===== src/rtl/alu_issue_ctrl_if.sv =====
// Request/response handshake bundle between decode, the ALU issue sequencer
// and writeback.
//   master : decode/writeback side (drives req_*, rsp_ready)
//   slave  : sequencer side (drives req_ready, rsp_*)
interface alu_issue_ctrl_if #(
  parameter int unsigned TAG_W = 5
);
  // Upstream request channel
  logic              req_valid;
  logic              req_ready;
  logic [3:0]        req_op;
  logic [31:0]       req_rs1;
  logic [31:0]       req_rs2;
  logic [31:0]       req_imm;
  logic              req_alusrc;
  logic              req_is_branch;
  logic [TAG_W-1:0]  req_tag;

  // Downstream response channel
  logic              rsp_valid;
  logic              rsp_ready;
  logic [31:0]       rsp_result;
  logic              rsp_zero;
  logic              rsp_branch_taken;
  logic [TAG_W-1:0]  rsp_tag;
  logic              rsp_illegal;

  modport master (
    output req_valid, req_op, req_rs1, req_rs2, req_imm, req_alusrc,
           req_is_branch, req_tag, rsp_ready,
    input  req_ready, rsp_valid, rsp_result, rsp_zero, rsp_branch_taken,
           rsp_tag, rsp_illegal
  );

  modport slave (
    input  req_valid, req_op, req_rs1, req_rs2, req_imm, req_alusrc,
           req_is_branch, req_tag, rsp_ready,
    output req_ready, rsp_valid, rsp_result, rsp_zero, rsp_branch_taken,
           rsp_tag, rsp_illegal
  );
endinterface


===== src/rtl/alu_issue_ctrl.sv =====
// Execute-stage sequencer: accepts one decoded request, registers it onto the
// external combinational ALU, captures the ALU result one cycle later and
// holds it for writeback until the response handshake completes.
// Ports:
//   clk, rst_n        clock, asynchronous active-low reset
//   bus (slave)       req_* request handshake in, rsp_* response handshake out
//   alu_data1/2, alu_branch_add, alu_operation, alu_alusrc  registered to ALU
//   alu_result, alu_zero                                    from ALU
//   ops_retired       count of completed response handshakes (wraps)
// Build option: ALU_ISSUE_OPCHECK_EN -- unsupported op codes are not issued
// and produce a response with rsp_illegal=1 and zeroed data.
module alu_issue_ctrl #(
  parameter int unsigned CNT_W = 16,
  parameter int unsigned TAG_W = 5
) (
  input  logic              clk,
  input  logic              rst_n,
  alu_issue_ctrl_if.slave   bus,
  output logic [31:0]       alu_data1,
  output logic [31:0]       alu_data2,
  output logic [31:0]       alu_branch_add,
  output logic [3:0]        alu_operation,
  output logic              alu_alusrc,
  input  logic [31:0]       alu_result,
  input  logic              alu_zero,
  output logic [CNT_W-1:0]  ops_retired
);

  typedef enum logic [1:0] {IDLE, EXEC, RESP} state_e;

  state_e            state_q, state_d;
  logic              rsp_valid_q, rsp_valid_d;
  logic              req_ready_c, load_c, capture_c, retire_c, op_ok_c;

  logic [31:0]       alu_data1_q, alu_data2_q, alu_branch_add_q;
  logic [3:0]        alu_operation_q;
  logic              alu_alusrc_q;
  logic              is_branch_q, illegal_q;
  logic [TAG_W-1:0]  tag_q;

  logic [31:0]       rsp_result_q;
  logic              rsp_zero_q, rsp_branch_taken_q, rsp_illegal_q;
  logic [TAG_W-1:0]  rsp_tag_q;
  logic [CNT_W-1:0]  ops_retired_q;

`ifdef ALU_ISSUE_OPCHECK_EN
  // AND, OR, ADD, SUB, SLT
  function automatic logic op_supported(input logic [3:0] op);
    return (op == 4'b0000) || (op == 4'b0001) || (op == 4'b0010) ||
           (op == 4'b0110) || (op == 4'b0111);
  endfunction
  assign op_ok_c = op_supported(bus.req_op);
`else
  assign op_ok_c = 1'b1;
`endif

  // State register
  always_ff @(posedge clk or negedge rst_n) begin
    if (!rst_n) begin
      state_q     <= IDLE;
      rsp_valid_q <= 1'b0;
    end else begin
      state_q     <= state_d;
      rsp_valid_q <= rsp_valid_d;
    end
  end

  // Next-state and handshake decode; req_ready is combinational from rsp_ready
  always_comb begin
    state_d     = state_q;
    rsp_valid_d = rsp_valid_q;
    req_ready_c = 1'b0;
    capture_c   = 1'b0;
    unique case (state_q)
      IDLE: begin
        req_ready_c = 1'b1;
        if (bus.req_valid) state_d = EXEC;
      end
      EXEC: begin
        capture_c   = 1'b1;
        rsp_valid_d = 1'b1;
        state_d     = RESP;
      end
      RESP: begin
        req_ready_c = bus.rsp_ready;
        if (bus.rsp_ready) begin
          rsp_valid_d = 1'b0;
          state_d     = bus.req_valid ? EXEC : IDLE;
        end
      end
      default: begin
        state_d     = IDLE;
        rsp_valid_d = 1'b0;
      end
    endcase
    load_c   = bus.req_valid & req_ready_c;
    retire_c = rsp_valid_q & bus.rsp_ready;
  end

  // ALU port and request-side registers: change only on acceptance
  always_ff @(posedge clk or negedge rst_n) begin
    if (!rst_n) begin
      alu_data1_q      <= '0;
      alu_data2_q      <= '0;
      alu_branch_add_q <= '0;
      alu_operation_q  <= '0;
      alu_alusrc_q     <= 1'b0;
      is_branch_q      <= 1'b0;
      illegal_q        <= 1'b0;
      tag_q            <= '0;
    end else if (load_c) begin
      alu_data1_q      <= bus.req_rs1;
      alu_data2_q      <= bus.req_rs2;
      alu_branch_add_q <= bus.req_imm;
      alu_alusrc_q     <= bus.req_alusrc;
      is_branch_q      <= bus.req_is_branch;
      illegal_q        <= ~op_ok_c;
      tag_q            <= bus.req_tag;
      // A rejected op code leaves the ALU running the previous operation
      if (op_ok_c) alu_operation_q <= bus.req_op;
    end
  end

  // Response registers: captured at the end of EXEC, held through RESP
  always_ff @(posedge clk or negedge rst_n) begin
    if (!rst_n) begin
      rsp_result_q       <= '0;
      rsp_zero_q         <= 1'b0;
      rsp_branch_taken_q <= 1'b0;
      rsp_illegal_q      <= 1'b0;
      rsp_tag_q          <= '0;
    end else if (capture_c) begin
      rsp_result_q       <= illegal_q ? 32'd0 : alu_result;
      rsp_zero_q         <= ~illegal_q & alu_zero;
      rsp_branch_taken_q <= ~illegal_q & is_branch_q & alu_zero;
      rsp_illegal_q      <= illegal_q;
      rsp_tag_q          <= tag_q;
    end
  end

  // Retired-operation counter, wraps modulo 2^CNT_W
  always_ff @(posedge clk or negedge rst_n) begin
    if (!rst_n)        ops_retired_q <= '0;
    else if (retire_c) ops_retired_q <= ops_retired_q + CNT_W'(1);
  end

  assign bus.req_ready        = req_ready_c;
  assign bus.rsp_valid        = rsp_valid_q;
  assign bus.rsp_result       = rsp_result_q;
  assign bus.rsp_zero         = rsp_zero_q;
  assign bus.rsp_branch_taken = rsp_branch_taken_q;
  assign bus.rsp_tag          = rsp_tag_q;
  assign bus.rsp_illegal      = rsp_illegal_q;

  assign alu_data1      = alu_data1_q;
  assign alu_data2      = alu_data2_q;
  assign alu_branch_add = alu_branch_add_q;
  assign alu_operation  = alu_operation_q;
  assign alu_alusrc     = alu_alusrc_q;
  assign ops_retired    = ops_retired_q;

endmodule

===== src/flat_wrapper.sv =====
// flat-port wrapper written by rule: the top's interface ports become plain ports
module alu_issue_ctrl_flat 
#(
  parameter int unsigned CNT_W = 16,
  parameter int unsigned TAG_W = 5
)
  (clk, rst_n, alu_data1, alu_data2, alu_branch_add, alu_operation, alu_alusrc, alu_result, alu_zero, ops_retired, bus_req_valid, bus_req_op, bus_req_rs1, bus_req_rs2, bus_req_imm, bus_req_alusrc, bus_req_is_branch, bus_req_tag, bus_rsp_ready, bus_req_ready, bus_rsp_valid, bus_rsp_result, bus_rsp_zero, bus_rsp_branch_taken, bus_rsp_tag, bus_rsp_illegal);
  alu_issue_ctrl_if #(.TAG_W(TAG_W)) bus_i ();
  input  logic clk;
  input  logic rst_n;
  output logic [31:0] alu_data1;
  output logic [31:0] alu_data2;
  output logic [31:0] alu_branch_add;
  output logic [3:0] alu_operation;
  output logic alu_alusrc;
  input  logic [31:0] alu_result;
  input  logic alu_zero;
  output logic [CNT_W-1:0] ops_retired;
  input wire logic [$bits(bus_i.req_valid)-1:0] bus_req_valid;
  input wire logic [$bits(bus_i.req_op)-1:0] bus_req_op;
  input wire logic [$bits(bus_i.req_rs1)-1:0] bus_req_rs1;
  input wire logic [$bits(bus_i.req_rs2)-1:0] bus_req_rs2;
  input wire logic [$bits(bus_i.req_imm)-1:0] bus_req_imm;
  input wire logic [$bits(bus_i.req_alusrc)-1:0] bus_req_alusrc;
  input wire logic [$bits(bus_i.req_is_branch)-1:0] bus_req_is_branch;
  input wire logic [$bits(bus_i.req_tag)-1:0] bus_req_tag;
  input wire logic [$bits(bus_i.rsp_ready)-1:0] bus_rsp_ready;
  output wire logic [$bits(bus_i.req_ready)-1:0] bus_req_ready;
  output wire logic [$bits(bus_i.rsp_valid)-1:0] bus_rsp_valid;
  output wire logic [$bits(bus_i.rsp_result)-1:0] bus_rsp_result;
  output wire logic [$bits(bus_i.rsp_zero)-1:0] bus_rsp_zero;
  output wire logic [$bits(bus_i.rsp_branch_taken)-1:0] bus_rsp_branch_taken;
  output wire logic [$bits(bus_i.rsp_tag)-1:0] bus_rsp_tag;
  output wire logic [$bits(bus_i.rsp_illegal)-1:0] bus_rsp_illegal;
  assign bus_i.req_valid = bus_req_valid;
  assign bus_i.req_op = bus_req_op;
  assign bus_i.req_rs1 = bus_req_rs1;
  assign bus_i.req_rs2 = bus_req_rs2;
  assign bus_i.req_imm = bus_req_imm;
  assign bus_i.req_alusrc = bus_req_alusrc;
  assign bus_i.req_is_branch = bus_req_is_branch;
  assign bus_i.req_tag = bus_req_tag;
  assign bus_i.rsp_ready = bus_rsp_ready;
  assign bus_req_ready = bus_i.req_ready;
  assign bus_rsp_valid = bus_i.rsp_valid;
  assign bus_rsp_result = bus_i.rsp_result;
  assign bus_rsp_zero = bus_i.rsp_zero;
  assign bus_rsp_branch_taken = bus_i.rsp_branch_taken;
  assign bus_rsp_tag = bus_i.rsp_tag;
  assign bus_rsp_illegal = bus_i.rsp_illegal;
  alu_issue_ctrl #(.CNT_W(CNT_W), .TAG_W(TAG_W)) u_core (.clk(clk), .rst_n(rst_n), .bus(bus_i), .alu_data1(alu_data1), .alu_data2(alu_data2), .alu_branch_add(alu_branch_add), .alu_operation(alu_operation), .alu_alusrc(alu_alusrc), .alu_result(alu_result), .alu_zero(alu_zero), .ops_retired(ops_retired));
endmodule

===== config.mk =====
export PLATFORM = sky130hd
export DESIGN_NAME = alu_issue_ctrl_flat
export DESIGN_NICKNAME = d
export VERILOG_FILES = /design/src/rtl/alu_issue_ctrl_if.sv /design/src/rtl/alu_issue_ctrl.sv /design/src/flat_wrapper.sv
export SDC_FILE = /design/constraint.sdc
export NUM_CORES = 1
export LEC_CHECK = 0
export ABC_CLOCK_PERIOD_IN_PS = 2200
export CAP_MARGIN = 10
export CORE_ASPECT_RATIO = 2
export CORE_MARGIN = 2
export CORE_UTILIZATION = 41
export CTS_CLUSTER_SIZE = 24
export DETAILED_ROUTE_END_ITERATION = 6
export HOLD_SLACK_MARGIN = 0.03
export PLACE_DENSITY = 0.81
export SLEW_MARGIN = 20
export SYNTH_ARGS = -nofsm -noshare
export SYNTH_HDL_FRONTEND = slang
export SYNTH_SLANG_ARGS = --single-unit

===== constraint.sdc =====
create_clock -name clk -period 2.2 [get_ports clk]
set_input_delay 0.33 -clock clk [delete_from_list [all_inputs] [get_ports clk]]
set_output_delay 0.33 -clock clk [all_outputs]
set_load 0.01 [all_outputs]

# Word-level counts from Yosys, hierarchy flattened
# Cells that the tools add are included.
[classes]
n_addsub = 1
multipliers = 0
div = 0
n_lt_le_gt_ge = 0
n_eq_ne = 4
shifts = 0
muxes = 8
bitwise_logic = 4
n_reduce_logical = 3
[ops]
columns = ["cell", "n"]
rows = [
  ["$add A16 B1 Y16 const B", 1],
  ["$pmux W2 S3", 1],
  ["$mux W2", 2],
  ["$ne A2 B2 Y1 const B", 2],
  ["$reduce_and A2 Y1", 2],
  ["$and A1 B1 Y1", 3],
  ["$mux W1", 3],
  ["$pmux W1 S3", 1],
  ["$eq A2 B1 Y1 const B", 1],
  ["$eq A2 B2 Y1 const B", 1],
  ["$logic_not A2 Y1", 1],
  ["$pmux W1 S2", 1],
  ["$not A1 Y1", 1],
]
[word_totals]
ff_bits = 165
latch_bits = 0
ramBits = 0
mem_bits_ro = 0
inputBits = 144
output_inout_bits = 159
word_cells = 34
memories = 0

# Logic depth before layout (Yosys ltp)
[logic_depth]
word_depth = 3
ltp_mapped = 7
mapped_depth_nobuf = 5

# Least setup slack after synthesis
# OpenSTA, ideal clock, no wires.
[synth_timing]
path_kind = "reg-to-reg"
startpoint = "register u_core.state_q[1]"
endpoint = "register u_core.alu_branch_add_q[0], in the netlist u_core.alu_branch_add[0]"
setup_ps = 125
arrival_ps = 1461
t_required_ps = 2075
setup_slack_ps = 614
path_stages_with_launch = 8
path_buffers = 3
synth_period_minus_slack_ps = 1586
cell_sequence = "dfrtp_1 > nand2b_1 > nor2b_4 > and2_4 > buf_6 > buf_6 > buf_6 > mux2_4"
[synth_between]
elab_chain_len = 3
word_cells_on_any_way = 4
cone_classes = "eq/ne: 1; mux: 1; bitwise: 1; reduce/logical: 1"
[synth_rtl]
columns = ["item", "line", "text"]
rows = [
  ["start: declaration", "alu_issue_ctrl.sv:31", "state_e state_q, state_d;"],
  ["start signal: assignment", "alu_issue_ctrl.sv:63", "state_q <= state_d;"],
  ["$eq A2 B2 Y1 or $logic_not A2 Y1 (tied branches)", "alu_issue_ctrl.sv:74", "unique case (state_q)"],
  ["$pmux W1 S2 (*)", "alu_issue_ctrl.sv:74", ""],
  ["net bus_req_ready", "flat_wrapper.sv:28", "output wire logic [$bits(bus_i.req_ready)-1:0] bus_req_ready;"],
  ["$and A1 B1 Y1 (*)", "alu_issue_ctrl.sv:96", "load_c = bus.req_valid & req_ready_c;"],
  ["end signal: assignment", "alu_issue_ctrl.sv:114", "alu_branch_add_q <= bus.req_imm;"],
  ["end: declaration", "alu_issue_ctrl.sv:35", "logic [31:0] alu_data1_q, alu_data2_q, alu_branch_add_q;"],
]
# The timed path passes the listed nets; every way through them passes the cells marked *.
# A chain may end at the register's enable or synchronous reset.

# Final worst setup path
[layout_timing]
startpoint = "input port bus_rsp_ready"
endpoint = "output port bus_req_ready"
[layout_between]
elab_chain_len = 1
[layout_rtl]
columns = ["item", "line", "text"]
rows = [
  ["start: declaration", "flat_wrapper.sv:27", "input wire logic [$bits(bus_i.rsp_ready)-1:0] bus_rsp_ready;"],
  ["$pmux W1 S2", "alu_issue_ctrl.sv:74", ""],
  ["end: declaration", "flat_wrapper.sv:28", ""],
]
# No other way between the ends.

==> results.md <==
- Die area: 16500 um^2
- Setup-failing EPs final: 0
- Dpl cell area: 9620 um^2
- Post-Synth Simple-Gate Area: 9.53%
- Initial antenna violation count: 0
- Antenna Nets Post-Route: 0
- Fillers: 1135
- Area grow syn2layout: 62.3%
- Most common cell after layout, fill and taps aside: clkdlybuf4s50_1
- RSZ-0062 raised after global routing: false
- Final Wtd Congestion: 0.840
- # IOs: between 300 and 400
- Power per cell area: 1110 nW/um^2
- Min Tclk post-route: 1.99 ns
- Root Driver: clkbuf_16
- Clock-pin slew on the worst setup and hold paths: 0.06 ns
- Post-CTS Setup Bufs: 0
- Via count: 4670
- Max Slew Vio Count: 0
- Post-synthesis xor/xnor area fraction: 2.08%
- Setup_tns: 0 ns
- MaxCap Viol Count: 0
- Placed cells: 951
- Final hold viol count: 0
- Comb power frac: around a third
- Via density: 4.75
- FMAX: 0.503 GHz
- Final Power: 11.4 mW
- Commonest cells after routing, fill and taps aside: clkdlybuf4s50_1, dfrtp_1, nand2_1
- Largest net degree at the start of global routing: 75
- H-tree Lvls: 4
- GRT busiest layer: met2
- CTS Hold Bufs: 1
- Fin cells: 984
- Port bufs: 301
- Met3 usage: 7.33%
- Layout cells sized above 1: around 20%
- Cell variety after synth: 26
- Finished Cell Area: 10200 um^2
- Maximum VDD drop: 0.603 mV
- Switching power: between 3 and 4 mW
- Primary FF master, synth: dfrtp_1
- CTS Buffer Depth: 2
- Slew headroom: 63.5%
- Switching Fraction: 29.1%
- Met2 Usage GRT: 39.7%
- Post-Synthesis Cells: 463
- Lkg Pwr: about 4.5 nW
- Worst skew pair latency: 0.42 ns
- Worst slew pin tran: around 0.55 ns
- First-pass GRT wire length: 28.0 mm
- CTS resizes: 0
- Top post-synthesis cells by area: dfrtp_1, mux2_2, nand2_1
- Yosys top cell area share: roughly 65%
- Sequential Area: 4130 um^2
- Synth Register Bits: 165
- Antenna fix cells: 0
- Multi-input logic area: between 2000 and 2500 um^2
- Die Width: about 92 um
- Crit path max fanout: 2
- Post-synthesis compound-gate area fraction: 0.277%
- GR Overflow Total: 0
- Number of synthesized flops with an enable pin: 0
- Worst Setup Path Type: in -> out
- Internal Power: just over 8 mW
- FFs w/ async S/R, synth: 100%
- Sequential share of the synthesized area: between 60% and 70%
- Initial drt markers: 116
- Drt drc: 0
- Critical Path RT: 1.87 ns
- DP HPWL: 13.3 mm
- Max Clock Skew: 0.0101 ns
- Initial core utilization: 41.5%
- Crit path DAT: approximately 1.7 ns
- Final critical-path share of the clock period: 90.3%
- Cell area after synthesis: 6310 um^2
- CP Launch Type: input port
- Clk sink count: 165
- Avg Inst Size Synth: 13.6 um^2
- Status: complete, no violations
- Final #Nets: 918
- Placement Rows: 64
- Core Area: 15200 um^2
- Post-Synth Adder-Cell Area: 0.198%
- Seq pwr share: 39.0%
- HP Class: in -> async
- TritonCTS Buffers: 17
- Area leader, netlist: dfrtp_1
- Die H: 180 um
- Synthesis warning total: 0
- Clock share of power: 27.3%
- Met1 Use GR: approximately 22%
- CP Capture Type: output port
- TritonCTS clock tree: built
- Main combinational cell family by area after synthesis: multiplexers
- Vias in the first global route: 5293
- DR pass1 iterations: 4
- Wire length per cell: 17.8 um
- GR Util All Layers: ~22%
- Syn Nets: 608
- Total Wirelength: 17.5 mm
- Mux cell area share after synthesis: around 20%
==> cell type report <==
class	count	share of cell area (%)
well taps	198	2.42
flip-flops and latches	165	40.3
multi-input cells	275	20.1
clock buffers	17	4.15
repair buffers	312	31.1
clock inverters	15	1.89
inverters	2	0.0733
==> path summary, 6_finish.rpt <==
path / start / to / slack [ns] / cells past startpoint
hold reg to reg: u_core.tag_q[4] / u_core.bus.rsp_tag[4] / 0.46 / 2
hold / removal: rst_n / u_core.bus.rsp_result[14] / 0.42 / 2
max in group asynchronous: rst_n / u_core.alu_data1[25] / 1.02 / 3
setup / recovery: bus_rsp_ready / bus_req_ready / 0.21 / 4
setup reg to reg: u_core.state_q[1] / u_core.alu_data1[25] / 0.55 / 5
min in group clk: alu_result[20] / u_core.bus.rsp_result[20] / 0.43 / 3
==> registers in the layout, indices dropped and copies added, names as in the netlist <==
| name | flops |
|---|---|
| u_core.is_branch_q | 1 |
| u_core.alu_alusrc | 1 |
| u_core.ops_retired | 16 |
| u_core.state_q | 2 |
| u_core.bus.rsp_tag | 5 |
| u_core.alu_data2 | 32 |
| u_core.alu_branch_add | 32 |
| u_core.bus.rsp_zero | 1 |
| u_core.bus.rsp_branch_taken | 1 |
| u_core.bus.rsp_result | 32 |
| u_core.alu_data1 | 32 |
| u_core.bus.rsp_valid | 1 |
| u_core.tag_q | 5 |
| u_core.alu_operation | 4 |
==> kinds of logic (layout without fill, tap and decap cells) <==
logic type,count (synthesis),count (layout)
DFF,165,165
adders and majority gates,1,1
buffers and inverters,23,346
AOI/OAI and AO/OA,3,3
xor gates and xnor gates,15,15
other,1,1
muxes,108,108
and+or+nand+nor,147,147
==> Yosys cell counts, types with 4 or more instances <==
cell type / instances
dfrtp_1: 165
nand2_1: 122
mux2_2: 89
mux2_4: 19
buf_2: 9
xnor2_1: 8
clkbuf_1: 7
xor2_1: 7
nand3_1: 6
nor2_1: 5
buf_6: 4
==> power by group through the flow <==
stage / clock, mW / combinational (mW) / sequential [mW]
2_1_floorplan: 0 / 1.09 / 4.81
3_3_place_gp: 0 / 3.77 / 4.42
3_5_place_dp: 0 / 3.88 / 4.48
4_1_cts: 3.17 / 3.90 / 4.44
5_1_grt: 3.32 / 4.10 / 4.55
6_report: 3.10 / 3.84 / 4.43
==> worst max-delay path, stage by stage <==
cell	delay, ns
clkdlybuf4s50_1	0.49
nand2b_1	0.13
nor2b_4	0.14
clkdlybuf4s50_1	0.56
==> metal layers <==
layer | routed length, um | vias up | share of wire [%]
met5 | 0 | - | 0
met4 | 766 | 0 | 4.4
met3 | 1210 | 46 | 6.9
met2 | 9590 | 190 | 55
met1 | 5950 | 2281 | 34
li1 | - | 2153 | -
==> per-stage QoR <==
stage	util (%)	hold slack (ns)	setup WS [ns]
finish	67.4	0.416	0.213
global route	67.4	0.440	0.152
CTS	67.4	0.418	0.197
detailed placement	63.2	0.303	0.112
global placement	63.2	0.292	0.122
floorplan	-	0.0344	0.614
Note: power is estimated with default switching activity, not from simulation.
